**config.mk**
```make
export PLATFORM = sky130hd
export DESIGN_NAME = lsu_ctrl
export DESIGN_NICKNAME = d
export VERILOG_FILES = /design/src/rtl/lsu_ctrl.sv
export SDC_FILE = /design/constraint.sdc
export NUM_CORES = 1
export LEC_CHECK = 0
export CORE_ASPECT_RATIO = 0.7
export CORE_UTILIZATION = 47
export DETAILED_ROUTE_END_ITERATION = 8
export PLACE_DENSITY = 0.89
export SETUP_SLACK_MARGIN = 0.15
export SLEW_MARGIN = 20
export SYNTH_ARGS = -nofsm -noshare
export SYNTH_HDL_FRONTEND = slang
export SYNTH_SLANG_ARGS = --single-unit
```
**constraint.sdc**
```tcl
create_clock -name clk -period 7.3 [get_ports clk]
set_clock_uncertainty 0.15 [all_clocks]
set_input_delay 1.46 -clock clk [delete_from_list [all_inputs] [get_ports clk]]
set_output_delay 1.46 -clock clk [all_outputs]
set_load 0.02 [all_outputs]
```
**src/rtl/lsu_ctrl.sv**
```systemverilog
// lsu_ctrl: load/store unit between the single-cycle core and data memory.
// Checks alignment and funct3 legality, then drives a word-addressed,
// byte-enabled memory port with a variable-latency ack handshake. It returns
// sign- or zero-extended load data and stalls the core while busy.
// Optional feature: define LSU_TIMEOUT_EN to abort a bus access after
// TIMEOUT cycles without mem_ack_i.
module lsu_ctrl #(
  parameter int unsigned TIMEOUT = 16
) (
  input  logic        clk,
  input  logic        rst,
  input  logic        req_valid_i,
  input  logic        req_we_i,
  input  logic [2:0]  req_funct3_i,
  input  logic [31:0] req_addr_i,
  input  logic [31:0] req_wdata_i,
  output logic        req_ready_o,
  output logic        resp_valid_o,
  output logic [31:0] resp_rdata_o,
  output logic        resp_err_o,
  output logic        stall_o,
  output logic        mem_ce_o,
  output logic        mem_we_o,
  output logic [3:0]  mem_be_o,
  output logic [31:0] mem_addr_o,
  output logic [31:0] mem_wdata_o,
  input  logic [31:0] mem_rdata_i,
  input  logic        mem_ack_i
);

  typedef enum logic [1:0] {IDLE, BUS, RESP} state_t;

  state_t      state, state_nxt;
  logic        accept;
  logic        req_err;
  logic [3:0]  req_be;
  logic [31:0] req_wdata_rep;
  logic [2:0]  funct3_q;
  logic [1:0]  off_q;
  logic [31:0] load_data;
  logic        tmo_hit;

`ifdef LSU_TIMEOUT_EN
  localparam int unsigned CNT_W = $clog2(TIMEOUT + 1);
  logic [CNT_W-1:0] tmo_cnt;
  assign tmo_hit = (tmo_cnt == CNT_W'(TIMEOUT - 1));
`else
  assign tmo_hit = 1'b0;
`endif

  assign accept = (state == IDLE) && req_valid_i;

  // Request decode: legality, byte enables and lane-replicated store data
  always_comb begin
    // NOTE: every signal gets a default first so no path leaves it unassigned, which would infer a latch.
    req_err       = 1'b0;
    req_be        = 4'b0000;
    req_wdata_rep = req_wdata_i;
    if (req_we_i) req_err = (req_funct3_i >= 3'd3);
    else          req_err = (req_funct3_i == 3'd3) || (req_funct3_i[2:1] == 2'b11);
    if ((req_funct3_i[1:0] == 2'b01) && req_addr_i[0])               req_err = 1'b1;
    if ((req_funct3_i[1:0] == 2'b10) && (req_addr_i[1:0] != 2'b00))  req_err = 1'b1;
    case (req_funct3_i[1:0])
      2'b00: begin
        req_be        = 4'b0001 << req_addr_i[1:0];
        req_wdata_rep = {4{req_wdata_i[7:0]}};
      end
      2'b01: begin
        req_be        = 4'b0011 << req_addr_i[1:0];
        req_wdata_rep = {2{req_wdata_i[15:0]}};
      end
      default: req_be = 4'b1111;
    endcase
    // Loads read the whole word; enables only qualify store lanes
    if (!req_we_i) begin
      req_be        = 4'b0000;
      req_wdata_rep = 32'h0;
    end
  end

  // Load alignment and extension of the returned word
  always_comb begin
    logic [31:0] shifted;
    shifted = mem_rdata_i >> {off_q, 3'b000};
    case (funct3_q)
      3'b000:  load_data = {{24{shifted[7]}}, shifted[7:0]};
      3'b001:  load_data = {{16{shifted[15]}}, shifted[15:0]};
      3'b100:  load_data = {24'h0, shifted[7:0]};
      3'b101:  load_data = {16'h0, shifted[15:0]};
      default: load_data = shifted;
    endcase
  end

  // State register
  always_ff @(posedge clk or posedge rst) begin
    // NOTE: sequential state uses non-blocking assignments so every register samples pre-edge values.
    if (rst) state <= IDLE;
    else     state <= state_nxt;
  end

  // Next-state logic
  always_comb begin
    state_nxt = state;
    case (state)
      IDLE:    if (req_valid_i) state_nxt = req_err ? RESP : BUS;
      BUS:     if (mem_ack_i || tmo_hit) state_nxt = RESP;
      RESP:    state_nxt = IDLE;
      default: state_nxt = IDLE;
    endcase
  end

  // FSM-decoded outputs
  always_comb begin
    req_ready_o  = (state == IDLE);
    mem_ce_o     = (state == BUS);
    resp_valid_o = (state == RESP);
  end

  assign stall_o = req_valid_i & ~resp_valid_o;

  // Request latch, memory port registers and response registers
  always_ff @(posedge clk or posedge rst) begin
    if (rst) begin
      funct3_q     <= 3'b000;
      off_q        <= 2'b00;
      mem_we_o     <= 1'b0;
      mem_be_o     <= 4'b0000;
      mem_addr_o   <= 32'h0;
      mem_wdata_o  <= 32'h0;
      resp_rdata_o <= 32'h0;
      resp_err_o   <= 1'b0;
    end else begin
      if (accept) begin
        funct3_q <= req_funct3_i;
        off_q    <= req_addr_i[1:0];
        if (req_err) begin
          // Faulting requests never touch memory and answer straight away
          resp_err_o   <= 1'b1;
          resp_rdata_o <= 32'h0;
        end else begin
          mem_we_o    <= req_we_i;
          mem_be_o    <= req_be;
          mem_addr_o  <= {req_addr_i[31:2], 2'b00};
          mem_wdata_o <= req_wdata_rep;
        end
      end
      if (state == BUS) begin
        if (mem_ack_i) begin
          resp_err_o   <= 1'b0;
          resp_rdata_o <= mem_we_o ? 32'h0 : load_data;
        end else if (tmo_hit) begin
          resp_err_o   <= 1'b1;
          resp_rdata_o <= 32'h0;
        end
      end
    end
  end

`ifdef LSU_TIMEOUT_EN
  // Bus watchdog: counts unacknowledged BUS cycles, cleared on BUS entry
  always_ff @(posedge clk or posedge rst) begin
    if (rst)                         tmo_cnt <= '0;
    else if (accept)                 tmo_cnt <= '0;
    else if ((state == BUS) && !mem_ack_i) tmo_cnt <= tmo_cnt + 1'b1;
  end
`endif

endmodule

```
## Word level (Yosys, flattened, before mapping)

Index checks and enable logic that the tools add are counted.

| cells by class | value |
|---|---|
| magnitude comparators | 1 |
| reduce and logical (&&, ||, !) cells | 10 |
| bitwise operators | 3 |
| equality and inequality tests | 11 |
| shift-type cells | 3 |
| mux-type cells | 21 |

Operators with widths:

| cell | number |
|---|---|
| $mux W32 | 6 |
| $pmux W32 S4 | 1 |
| $pmux W32 S2 | 1 |
| $shr A32 B5 Y32 | 1 |
| $pmux W4 S2 | 1 |
| $mux W1 | 7 |
| $eq A2 B2 Y1 const B | 3 |
| $eq A3 B3 Y1 const B | 2 |
| $mux W2 | 3 |
| $eq A2 B1 Y1 const B | 2 |
| $logic_not A2 Y1 | 2 |
| $mux W4 | 1 |
| $pmux W2 S2 | 1 |
| $reduce_and A2 Y1 | 2 |
| $shl A1 B2 Y4 const A | 1 |
| $shl A2 B2 Y4 const A | 1 |
| $eq A3 B1 Y1 const B | 1 |
| $eq A3 B2 Y1 const B | 1 |
| $ge A3 B2 Y1 const B | 1 |
| $logic_and A1 B1 Y1 | 3 |
| $logic_not A3 Y1 | 1 |
| $ne A2 B1 Y1 const B | 1 |
| $ne A2 B2 Y1 const B | 1 |
| $not A1 Y1 | 2 |
| 3 further kinds | 3 |

| word-level totals | value |
|---|---|
| output and inout bits | 106 |
| word-level logic and storage cells | 58 |
| flip-flop bits (word level) | 107 |

## Depth between registers and ports, before layout

Gate-level depths: netlist of run 1.

| logic depth | value |
|---|---|
| word-level depth | 9 |
| gate-level depth with buffers | 7 |
| mapped depth without buffers | 4 |

## Worst setup path before layout of run 1

No wires, ideal clock.

| path | value |
|---|---|
| kind | input port to output port |
| start | input req_valid_i |
| end | output stall_o |
| cell stages on the path | 1 |
| slack | 3,903 ps |
| data arrival time | 1,787 ps |
| buffers on the path | 0 |
| cells stage by stage | nor2b_1 |

| on the way | value |
|---|---|
| cells in the longest elaborated chain, start to end | 1 |

Ends and longest elaborated chain:

| what | RTL line | RTL |
|---|---|---|
| start, declared | 12 | `input logic req_valid_i,` |
| $and A1 B1 Y1 | 119 | `assign stall_o = req_valid_i & ~resp_valid_o;` |
| end, declared | 21 | `output logic stall_o,` |

No other way between the ends.

## Worst setup path after layout of run 1

Same ends and word-level chain as after synthesis.

==> results.md, run 1 <==
Run status:
- The run finished with clean final reports.

Power:
- The static leakage is roughly 3.2 nW.
- The share of total power dissipated in combinational logic is 0.400.
- The total net switching power is between 0.7 and 0.8 mW.
- The internal power component is approximately 1.5 mW.
- Of the total power, the share spent switching nets is 0.339.
- Of the total power, registers draw 0.378.
- Across the VDD grid, the largest voltage drop is roughly 0.2 mV.
- The total power consumption of the routed design is approximately 2.3 mW.
- In this run the power density over the cells is between 300 and 400 nW/µm².
- Of the total power, the clock network draws 0.222.

Routing:
- Summing over every cut layer, the via total after detailed routing is about 4200.
- The count of nets left with antenna violations after detail routing is 0.
- After detailed routing, the number of remaining DRC violations is 0.
- The detailed-route vias per instance is 5.35.
- In this run, the number of DRC markers left after iteration 0 of detailed routing was 190.
- Wires add up to ~14000 µm.
- For this run, the detailed router's first-pass iteration total came to 4.
- In the final routed layout, each cell accounts on average for 18.0 µm.

Setup path:
- The worst flop-to-flop path startpoint is state[1].
- The type of element launching the critical path is an input port.
- Walking the worst path, the cells encountered are clkdlybuf4s50_1 > nor2b_1 > clkdlybuf4s50_1.
- The depth of the worst register-to-register path is 5.
- The terminus of the critical flop-to-flop path is resp_rdata_o[28].
- Among the stages of the critical path, the cell type that occurs most often is sky130_fd_sc_hd__clkdlybuf4s50_1.
- For flop-to-flop paths, the worst setup slack is about 5000 ps.
- The endpoint required time on the critical path is approximately 5700 ps.
- The critical path in this run is classified as in2out.
- In this design, the stage delay of the slowest critical-path cell is approximately 600 ps.
- Of all nets on the critical path, the largest fanout is 2.
- For this design, the slowest cell found on the critical path is sky130_fd_sc_hd__clkdlybuf4s50_1.
- The capturing element type of the critical path is an output port.
- At the worst endpoint, the arrival time is between 2000 and 3000 ps.

Timing:
- The routed design could run at a clock period as short as 4310 ps.
- The final number of max-transition violations is 0.
- The actual transition at the worst max-transition pin is 771 ps.
- The part of the cycle the worst path needs is 0.590.
- The final count of hold timing violations is 0.
- The sum of negative setup slack is 0 ps.
- Measured against its own limit, the worst slew margin works out to 0.486.
- Setup repair after global routing left no endpoint under its margin.
- Setup violations remaining at the end of the flow were counted as 0.
- The maximum achievable frequency is ~0.23 GHz.

Clock network:
- The sink count of the clock tree is about 110.
- TritonCTS built the clock tree.
- Buffers inserted to repair hold after CTS numbered 0.
- The H-tree was split into 3 levels.
- The number of buffers between clock root and the deepest sink is 2.
- The register clock-pin slew on the reported worst setup and hold paths is about 70 ps.
- For the worst-skew pair, the clock arrives at the later sink with an insertion delay of 340 ps.
- The CTS buffer count is 9.
- In this run the clock root is driven by a sky130_fd_sc_hd__clkbuf_16.
- The number of gates given a new drive strength after cts is 0.
- The setup fix buffers added after clock tree synthesis is 0.

Global route:
- For this run, the total global-route usage over all layers was measured as 0.255.
- The initial antenna violation count came to 0.
- The total grt overflow is 0.
- The via count of the first global-routing pass is around 4100.
- The pin count of the biggest net entering global routing is 77.
- The global-route wire length before repair is between 20000 and 25000 µm.

Layout:
- The multi-input combinational cells in the finished layout cover a total of about 2200 µm².
- Counting the fill cells in the layout gives 738.
- The count of antenna diodes in the layout is 0.
- The most frequent standard cell in the layout excluding fill and tap cells is sky130_fd_sc_hd__clkdlybuf4s50_1.
- Across the whole layout, storage elements account for around 2700 µm².
- The fraction of layout instances using a drive strength above 1 is 0.121.
- In the layout the commonest cells are 207 x sky130_fd_sc_hd__clkdlybuf4s50_1, 106 x sky130_fd_sc_hd__dfrtp_1, 77 x sky130_fd_sc_hd__nand2_1.
- The net count of the finished layout is roughly 750.
- The final instance area is ~7500 µm².
- The area growth from synthesis to layout is 47.8%.

Floorplanning:
- The floorplan die area is about 11000 µm².
- The height of the die is between 80 and 90 µm.
- The number of ports placed on the die boundary is between 200 and 250.
- The overall die width is about 130 µm.
- The initial utilization of the core area, before any placement, comes to 0.489.
- The area of the core is 10400 µm².
- The initialized floorplan defines 31 standard-cell rows.

Place:
- The placed instances occupy a cell area of between 7000 and 8000 µm².
- Port buffering added slightly above 200 buffers.
- The weighted congestion reported at the end of routability-driven placement is just under 0.9.
- The HPWL after detailed placement is ~10000 µm.

Synthesis:
- The cell area that synthesis handed to floorplanning was between 5000 and 6000 µm².
- Counting every instance in the synthesized netlist gives 459.
- Yosys printed 0 warnings.
- A synthesized cell averages between 10 and 15 µm².
- Ranked by total cell area, the synthesized netlist is headed by sky130_fd_sc_hd__dfrtp_1 53%, sky130_fd_sc_hd__mux2_2 9.5%, sky130_fd_sc_hd__nand2_1 5.7%, sky130_fd_sc_hd__o21ai_0 5.5%, sky130_fd_sc_hd__mux2i_1 5.1%.
- The proportion of netlist area held by the largest area contributor is 0.525.
- The netlist uses 34 different library cells.
- Counting flops and latches in the post-synthesis netlist gives approximately 110.
- The share of the Yosys chip area taken by registers is 0.525.
- The largest total area in the synthesized netlist belongs to sky130_fd_sc_hd__dfrtp_1.

Min path:
- The startpoint identified for the worst hold timing path is mem_wdata_o[29].
- The hold-critical path depth is 2.
- For hold timing, the worst endpoint is mem_wdata_o[29].
- The worst hold path belongs to the class reg2reg.

Flow run:
- The count of max-cap constraint violations is 0.
==> cell type report <==
| class | count | area share |
|---|---|---|
| clock buffers | 9 | 0.0299 |
| clock inverters | 6 | 0.0121 |
| inverters | 4 | 0.00232 |
| multi-input cells | 311 | 0.295 |
| flip-flops and latches | 107 | 0.355 |
| well taps | 132 | 0.0219 |
| repair buffers | 215 | 0.283 |
==> sequential cells by signal, summed over array words and instances (netlist names) <==
signal and count:
mem_wdata_o 32, resp_rdata_o 32, mem_addr_o 30, mem_be_o 4, funct3_q 3, off_q 2
state 2, mem_we_o 1, resp_err_o 1
==> how the worst max path moves through the flow <==
stage | cells after the start | startpoint | endpoint | slack (ps)
after global routing | 3 | req_valid_i | stall_o | 2910
after detailed placement | 3 | req_valid_i | stall_o | 3000
after CTS | 3 | req_valid_i | stall_o | 3000
after floorplan | 1 | rst | funct3_q[0] | 2870
final | 3 | req_valid_i | stall_o | 2990
after global placement | 3 | req_valid_i | stall_o | 3020
==> through the flow <==
step | util | hold slack (ps) | cells | setup slack (ps)
after floorplan | - | 370 | 460 | 2870
after detailed placement | 0.692 | 325 | 769 | 3000
final | 0.722 | 333 | 784 | 2990
after global routing | 0.722 | 360 | 784 | 2910
after global placement | 0.692 | 312 | 769 | 3020
after CTS | 0.722 | 342 | 784 | 3000
==> power groups by stage <==
stage          Combinational [mW]  Sequential (mW)  Clock [mW]
3_5_place_dp                0.914            0.871           0
3_3_place_gp                0.893            0.861           0
5_1_grt                     0.972            0.885       0.544
2_1_floorplan               0.307             1.02           0
4_1_cts                     0.918            0.862       0.520
6_report                    0.913            0.863       0.507
==> cells in the mapped netlist (all sizes together) <==
cell type	number
a221o	16
conb	1
a22o	1
nor4	1
a21oi	17
nor2	14
o21ai	57
mux2	60
nand3b	9
dfrtp	107
o211a	1
nand2	77
nand4bb	1
clkbuf	18
o2bb2ai	15
mux2i	26
inv	4
nor2b	4
nor3	1
nor3b	4
mux4	1
o31ai	1
buf	20
or2	1
o211ai	1
a221oi	1
==> logic make-up (layout without fill, tap and decap cells) <==
| group | count (synthesis) | after routing | synth area share |
|---|---|---|---|
| AND/OR/NAND/NOR | 112 | 112 | 0.105 |
| AO/OA/AOI/OAI | 110 | 110 | 0.141 |
| buffers and inverters | 42 | 234 | 0.0405 |
| flip-flops | 107 | 107 | 0.525 |
| multiplexers | 87 | 87 | 0.188 |
| other | 1 | 2 | 0.000735 |
==> metal layers <==
layer / track usage / vias to the layer above / share of wire / routed length, µm
li1: - / 2007 / - / -
met1: 0.346 / 1985 / 0.45 / 6280
met2: 0.402 / 190 / 0.47 / 6560
met3: 0.0724 / 13 / 0.078 / 1100
met4: 0.0800 / 0 / 0.010 / 146
met5: 0 / - / 0 / 0
==> worst max-delay path: cells and delay by family <==
family,cells,cell delay (ps)
simple gates,1,130
buf+inv,2,1100
Note: power is estimated with default switching activity, not from simulation.
==> run 2, diff against run 1 <==
--- a/config.mk
+++ b/config.mk
@@ -6,9 +6,9 @@
 export NUM_CORES = 1
 export LEC_CHECK = 0
 export CORE_ASPECT_RATIO = 0.7
-export CORE_UTILIZATION = 47
+export CORE_UTILIZATION = 43
 export DETAILED_ROUTE_END_ITERATION = 8
-export PLACE_DENSITY = 0.89
+export PLACE_DENSITY = 0.82
 export SETUP_SLACK_MARGIN = 0.15
 export SLEW_MARGIN = 20
 export SYNTH_ARGS = -nofsm -noshare
==> constraint.sdc (replaced) <==
create_clock -name clk -period 4.4 [get_ports clk]
set_clock_uncertainty 0.15 [all_clocks]
set_input_delay 0.88 -clock clk [delete_from_list [all_inputs] [get_ports clk]]
set_output_delay 0.88 -clock clk [all_outputs]
set_load 0.02 [all_outputs]
==> run 2 against run 1 <==
First-iteration DRC count increased by 36%; final cell count increased by 3.2%; setup slack got worse by 1700 ps; worst hold slack gained 2.1 ps; die area up 9.1%; wire length rose by 1.3%; design area increased by 0.80%; clock power rose by 66%; largest cell class unchanged; largest power group unchanged.
==> results.md, run 2 (synthesized netlist as in run 1, its figures left out) <==
Run status:
- The run finished with clean final reports.

Clock network:
- The setup fix buffers added after clock tree synthesis is 0.
- Clock tree synthesis selected as its root buffer the cell sky130_fd_sc_hd__clkbuf_16.
- The TritonCTS clock tree is built.
- The number of hold-repair buffers added at the cts stage is 0.
- The clock net in this run drives a total of about 110 sinks.
- The H-tree was split into 3 levels.
- The number of gates given a new drive strength after cts is 0.
- The number of buffers between clock root and the deepest sink is 2.
- At the later pin of the worst-skew pair, clock insertion delay measures 330 ps.
- The register clock-pin slew on the reported worst setup and hold paths is around 70 ps.
- The CTS buffer count is 9.

Timing:
- The final-report setup violation count is 0.
- The actual transition at the worst max-transition pin is approximately 860 ps.
- The worst slew margin relative to its limit is 0.427.
- Setup repair after global routing left no endpoint under its margin.
- After layout, the worst setup slack is 1280 ps.
- The final number of max-transition violations is 0.
- Dividing the final minimum period by the clock period gives 0.710.
- Adding up every negative setup slack in the final design gives 0 ps.
- The shortest period the worst path allows is 3120 ps.
- Based on the critical path, the design can be clocked at up to 0.320 GHz.
- The final count of hold timing violations is 0.

Layout:
- The most frequent standard cell in the layout excluding fill and tap cells is sky130_fd_sc_hd__clkdlybuf4s50_1.
- The count of antenna diodes in the layout is 0.
- The finished cells cover between 7000 and 8000 µm².
- The filler cells instantiated in the layout total 886.
- The largest registers in the layout are mem_wdata_o: 32 flops, resp_rdata_o: 32 flops, mem_addr_o: 30 flops.
- Of the cells placed in the final design, the portion with a size suffix greater than 1 is 0.127.
- The end-of-flow core utilization is 0.673.
- The final-stage net count is around 760.
- Leaving out fill and tap cells, the most frequent cells in the layout are 207 x sky130_fd_sc_hd__clkdlybuf4s50_1, 106 x sky130_fd_sc_hd__dfrtp_1, 77 x sky130_fd_sc_hd__nand2_1.
- Compared with the post-synthesis result, the final layout area differs by 49.0%.

Floorplanning:
- Measured along the y axis, the die boundary spans roughly 93 µm.
- The overall die width is 132 µm.
- The floorplan step defined a die boundary enclosing approximately 12000 µm².
- The number of placement rows is 32.
- Pin placement for this block handled 210 I/O pins.
- The total area inside the core boundary comes to 11300 µm².
- The initial utilization of the core area, before any placement, comes to 0.452.

Setup path:
- The type of element launching the critical path is an input port.
- The setup check on the worst reg-to-reg path leaves a slack of ~2100 ps.
- The type of the setup path with the least slack is in2out.
- The maximum fanout encountered on the critical timing path is 2.
- The data arrival time of the critical path is between 2000 and 2500 ps.
- The worst setup path is captured at an output port.
- The endpoint required time on the critical path is 3370 ps.

Global route:
- The initial antenna violation count is 0.
- Entering global routing, the biggest net connects 55 pins.
- The via count of the first global-routing pass is 4139.
- The global-route wire length before repair is approximately 23000 µm.
- After global routing the overflow that remains totals 0.
- In the global route stage, overall resource usage came out at 0.237.

Routing:
- In the final routed layout, each cell accounts on average for 17.6 µm.
- The detailed router finished its first iteration with ~260 violations.
- The number of detailed-routing iterations run before antenna repair is 4.
- The detailed-route vias per instance is 5.23.
- The final route contains roughly 4200 vias.
- In this run the remaining antenna-violating nets after routing total 0.
- In the routed design, unresolved DRC markers number 0.
- Summed over all layers, the routed wires come to roughly 14000 µm.

Power:
- The internal portion of the total power is 2.47 mW.
- The sequential group share of total power is 0.379.
- Across the VDD grid, the largest voltage drop is 0.291 mV.
- The relative contribution of combinational cells to total power is 0.399.
- Of the total power, the share spent switching nets is 0.348.
- The static leakage is roughly 3.2 nW.
- The relative contribution of the clock network to total power is 0.222.
- The cell area power density is about 500 nW/µm².
- The total net switching power is ~1.3 mW.
- Overall power consumption after layout is estimated at about 3.8 mW.

Place:
- The total placed instance area is around 7300 µm².
- At the end of routability-driven placement, the weighted congestion stood at about 0.94.
- The pre-CTS worst setup slack is roughly 1000 ps.
- The HPWL after detailed placement is 11000 µm.
- The count of buffers added on input and output ports is 207.

Flow run:
- The tool flagged a number of max-cap violations equal to 0.

Min path:
- The min-delay analysis places its worst path in the category reg2reg.
==> run 2: cell count changes in the layout (fill, tap and decap cells not counted) <==
cell,change
sky130_fd_sc_hd__buf_12,+1
sky130_fd_sc_hd__buf_4,+2
sky130_fd_sc_hd__inv_6,+2
sky130_fd_sc_hd__bufinv_16,-1
sky130_fd_sc_hd__inv_8,+3
sky130_fd_sc_hd__clkinvlp_4,-3
==> run 2: worst max-delay path, cell delays in order <==
cell                              delay, ps
sky130_fd_sc_hd__clkdlybuf4s50_1        470
sky130_fd_sc_hd__nor2b_1                130
sky130_fd_sc_hd__clkdlybuf4s50_1        610
==> run 2: final timing paths <==
path	from	end	cells after the start
max	req_valid_i	stall_o	3
min reg2reg	mem_be_o[1]	mem_be_o[1]	2
max reg2reg	off_q[1]	resp_rdata_o[17]	4
max in group asynchronous	rst	mem_addr_o[15]	3
min in group asynchronous	rst	resp_rdata_o[23]	2
min	mem_be_o[1]	mem_be_o[1]	2
==> run 2: area by class of cell <==
| class | instances | area [µm²] | share of cell area |
|---|---|---|---|
| flip-flops and latches | 107 | 2680 | 0.353 |
| multi-input cells | 311 | 2230 | 0.293 |
| repair buffers | 218 | 2170 | 0.285 |
| clock buffers | 9 | 225 | 0.0296 |
| well taps | 153 | 191 | 0.0252 |
| clock inverters | 7 | 90.1 | 0.0119 |
| inverters | 4 | 17.5 | 0.00231 |
==> run 2: through the flow <==
stage          hold WS [ps]  instances
5_1_grt                 361        809
2_1_floorplan           370        460
4_1_cts                 339        809
3_3_place_gp            313        793
6_report                335        809
3_5_place_dp            322        793
==> run 2: power by group through the flow <==
stage / registers [mW] / clock network, mW / logic [mW]
final: 1.44 / 0.842 / 1.51
after global routing: 1.47 / 0.903 / 1.61
after CTS: 1.44 / 0.863 / 1.52
after detailed placement: 1.45 / 0 / 1.52
after global placement: 1.43 / 0 / 1.50
after floorplan: 1.69 / 0 / 0.509
==> run 2: routing by layer <==
| layer | share of wire | global-route usage | vias to the layer above |
|---|---|---|---|
| li1 | - | - | 2019 |
| met3 | 0.072 | 0.0618 | 12 |
| met2 | 0.44 | 0.362 | 167 |
| met4 | 0.013 | 0.0640 | 0 |
| met1 | 0.47 | 0.335 | 2030 |
| met5 | 0 | 0 | - |
==> run 3, diff against run 2 <==
--- a/config.mk
+++ b/config.mk
@@ -6,9 +6,9 @@
 export NUM_CORES = 1
 export LEC_CHECK = 0
 export CORE_ASPECT_RATIO = 0.7
-export CORE_UTILIZATION = 43
+export CORE_UTILIZATION = 39
 export DETAILED_ROUTE_END_ITERATION = 8
-export PLACE_DENSITY = 0.82
+export PLACE_DENSITY = 0.79
 export SETUP_SLACK_MARGIN = 0.15
 export SLEW_MARGIN = 20
 export SYNTH_ARGS = -nofsm -noshare
==> constraint.sdc (replaced) <==
create_clock -name clk -period 2.8 [get_ports clk]
set_clock_uncertainty 0.15 [all_clocks]
set_input_delay 0.56 -clock clk [delete_from_list [all_inputs] [get_ports clk]]
set_output_delay 0.56 -clock clk [all_outputs]
set_load 0.02 [all_outputs]
==> run 3 against run 2 <==
The flow now finishes with violations (DRC); die area rose by 10%; critical path type unchanged; global-route usage shrank 3.1 points; critical path depth is the same; setup slack lost 990 ps; register-to-register slack lost 1300 ps; non-clock buffer count increased by 3; sequential share of layout area down 0.42 points; sequential cell count did not move; total power rose by 59%; first-iteration DRC count shrank 31%.
==> results.md, run 3 (synthesized netlist as in run 1, its figures left out) <==
Floorplanning:
- The number of ports placed on the die boundary is 210.
- Measured along the y axis, the die boundary spans around 98 µm.
- The floorplan die area is 13500 µm².
- For this configuration, the core starts out at a cell density of 0.405.
- The overall die width is around 140 µm.
- The floorplan has 34 rows.
- The area of the core is about 13000 µm².

Power:
- Of the total power, the clock network draws 0.233.
- The total power consumption of the routed design is 6.04 mW.
- Dividing total power by cell area gives a power density of about 800 nW/µm².
- Of the total power, registers draw 0.364.
- Of the total power, the share spent switching nets is 0.338.
- The relative contribution of combinational cells to total power is 0.403.
- The static leakage is about 3.3 nW.
- Cell internal power was estimated by the tool at roughly 4.0 mW.
- The largest vdd supply drop is roughly 0.46 mV.
- In this run the power spent charging and discharging nets is approximately 2.0 mW.

Routing:
- The detail route stage leaves a number of antenna-violating nets equal to 0.
- The number of DRC markers in iteration 0 is 180.
- Dividing the detail-routed wire length by the instance count gives roughly 17 µm.
- The wire length after detailed routing is about 14000 µm.
- The count of vias placed by the detailed router is between 4000 and 5000.
- In the routed design, unresolved DRC markers number 12.
- The detailed-route vias per instance is ~5.
- Before antenna repair, the detailed router went through 7 iterations.

Run status:
- The run finished, with violations left.
- The final reports fail on DRC.

Global route:
- The total overflow left after global routing is 0.
- The initial antenna violation count is 0.
- The overall track demand over capacity in global routing is 0.207.
- The first global-routing pass estimated about 22000 µm of wire.
- The pin count of the biggest net entering global routing is 73.
- The via count of the first global-routing pass is 4192.

Clock network:
- The source-to-sink clock delay at the later pin of the worst-skew pair is 340 ps.
- In this run the deepest clock path goes through 2 buffers.
- The number of setup buffers added after CTS is 0.
- After clock tree synthesis, the repair step resized 0 gates.
- The number of levels the H-tree was split into is 3.
- The CTS buffer count is 9.
- Counting every sink on the clock net gives 107.
- The tree is rooted in a sky130_fd_sc_hd__clkbuf_16.
- The register clock-pin slew on the reported worst setup and hold paths is roughly 70 ps.
- The number of hold-repair buffers added at the cts stage is 0.
- TritonCTS built the clock tree.

Flow run:
- The count of max-cap constraint violations is 0.

Setup path:
- The critical path depth in cells is 3.
- The setup check on the worst reg-to-reg path leaves a slack of around 800 ps.
- The type of the setup path with the least slack is in2out.
- Of all nets on the critical path, the largest fanout is 2.
- In this run the critical register-to-register path is captured at resp_rdata_o[20].
- The top cell family by delay on the critical path is buffers and inverters.
- The launch point of the worst path is req_valid_i.
- In this run the critical register-to-register path is launched from off_q[1].
- The worst setup path is captured at an output port.
- The most critical setup path has its endpoint at stall_o.
- The critical path goes through clkdlybuf4s50_1 > nor2b_1 > clkdlybuf4s50_1.
- STA classifies the critical path startpoint as an input port.
- Data arrives at the worst endpoint at 1800 ps.
- STA puts the critical path data required time at 2090 ps.
- The slowest stage of the critical path belongs to the cell sky130_fd_sc_hd__clkdlybuf4s50_1.
- Counting both buffers and inverters, the worst setup path holds a total of 2.
- Measured in cells, the most critical reg-to-reg path has a length of 5.
- The delay of the slowest cell on the worst path is approximately 610 ps.
- The most repeated library cell on the critical path is sky130_fd_sc_hd__clkdlybuf4s50_1.

Timing:
- Measured against its own limit, the worst slew margin works out to 0.633.
- The worst path in the final design needs a cycle of between 2000 and 3000 ps, including I/O delays and setup.
- The final number of max-transition violations is 0.
- The part of the cycle the worst path needs is 0.898.
- The maximum achievable frequency is slightly below 0.4 GHz.
- The sum of negative setup slack is 0 ps.
- The actual transition at the worst max-transition pin is 550 ps.
- Setup repair after global routing left no endpoint under its margin.
- Setup violations remaining at the end of the flow were counted as 0.
- The final count of hold timing violations is 0.
- The final hold slack is around 340 ps.

Layout:
- The library cells used most frequently in the layout, excluding fill and tap cells, are 207 x sky130_fd_sc_hd__clkdlybuf4s50_1, 107 x sky130_fd_sc_hd__dfrtp_1, 77 x sky130_fd_sc_hd__nand2_1.
- The largest registers in the layout are mem_wdata_o: 32 flops, resp_rdata_o: 32 flops, mem_addr_o: 30 flops.
- The area growth from synthesis to layout is 50.7%.
- The filler cells instantiated in the layout total between 1000 and 1500.
- The final-stage net count is roughly 760.
- Once layout is complete, the utilization of the core stands at 0.610.
- Of the cells placed in the final design, the portion with a size suffix greater than 1 is 0.129.
- The library cell used most frequently in the layout, excluding fill and tap cells, is sky130_fd_sc_hd__clkdlybuf4s50_1.
- The count of antenna diodes in the layout is 0.

Place:
- The congestion estimate from routability-driven global placement came to between 0.8 and 0.9.
- The count of port buffers added during placement is between 200 and 250.
- The HPWL after detailed placement is roughly 10000 µm.

Min path:
- The class of the tightest hold or removal check is reg2reg.
- In this run the most critical hold path is launched from mem_wdata_o[31].
-- run 3: changes by cell type in the layout (fill, tap and decap cells not counted), sizes merged --
cell / change
buf: +3
inv: -3
clkinvlp: +2
bufinv: +1
clkbuf: +1
clkinv: -1
-- run 3: cell type report --
type / count / area (µm²) / area share
multi-input combinational: 311 / 2230 / 0.290
sequential: 107 / 2680 / 0.348
tap: 162 / 203 / 0.0264
timing repair buffer: 221 / 2230 / 0.290
inverter: 4 / 18.8 / 0.00244
clock inverter: 6 / 93.8 / 0.0122
clock buffer: 10 / 239 / 0.0311
-- run 3: per-layer routing --
layer  global-route usage  share of wire  wire, µm  vias up
li1                     -              -         -     2022
met1                0.282           0.47      6370     1979
met2                0.313           0.44      6010      139
met3               0.0710          0.079      1080       19
met4               0.0521          0.016       214        0
met5                    0              0         0        -
-- run 3: metrics by stage --
stage | worst slack, ps | instance area, µm² | instances
after floorplan | 754 | 5110 | 460
after global placement | 140 | 7350 | 805
after detailed placement | 62.1 | 7350 | 805
after CTS | 284 | 7680 | 821
after global routing | 232 | 7680 | 821
final | 285 | 7680 | 821
-- run 3: worst min-delay path by stage --
stage	end	slack, ps	cells past startpoint
final	mem_wdata_o[31]	340	2
after detailed placement	mem_be_o[1]	320	2
after CTS	mem_wdata_o[31]	340	2
after global placement	mem_wdata_o[26]	310	2
after floorplan	funct3_q[1]	370	1
after global routing	resp_rdata_o[12]	360	1
-- run 3: worst min-delay path, stage by stage (launching register included) --
cell and delay, ps:
sky130_fd_sc_hd__dfrtp_1 340, sky130_fd_sc_hd__nand2_1 50, sky130_fd_sc_hd__o21ai_0 60
-- run 3: power groups by stage --
stage / logic, mW / clock network [mW] / registers [mW]
global route: 2.60 / 1.51 / 2.26
CTS: 2.45 / 1.44 / 2.20
floorplan: 0.800 / 0 / 2.66
detailed placement: 2.44 / 0 / 2.22
finish: 2.43 / 1.41 / 2.20
global placement: 2.41 / 0 / 2.21
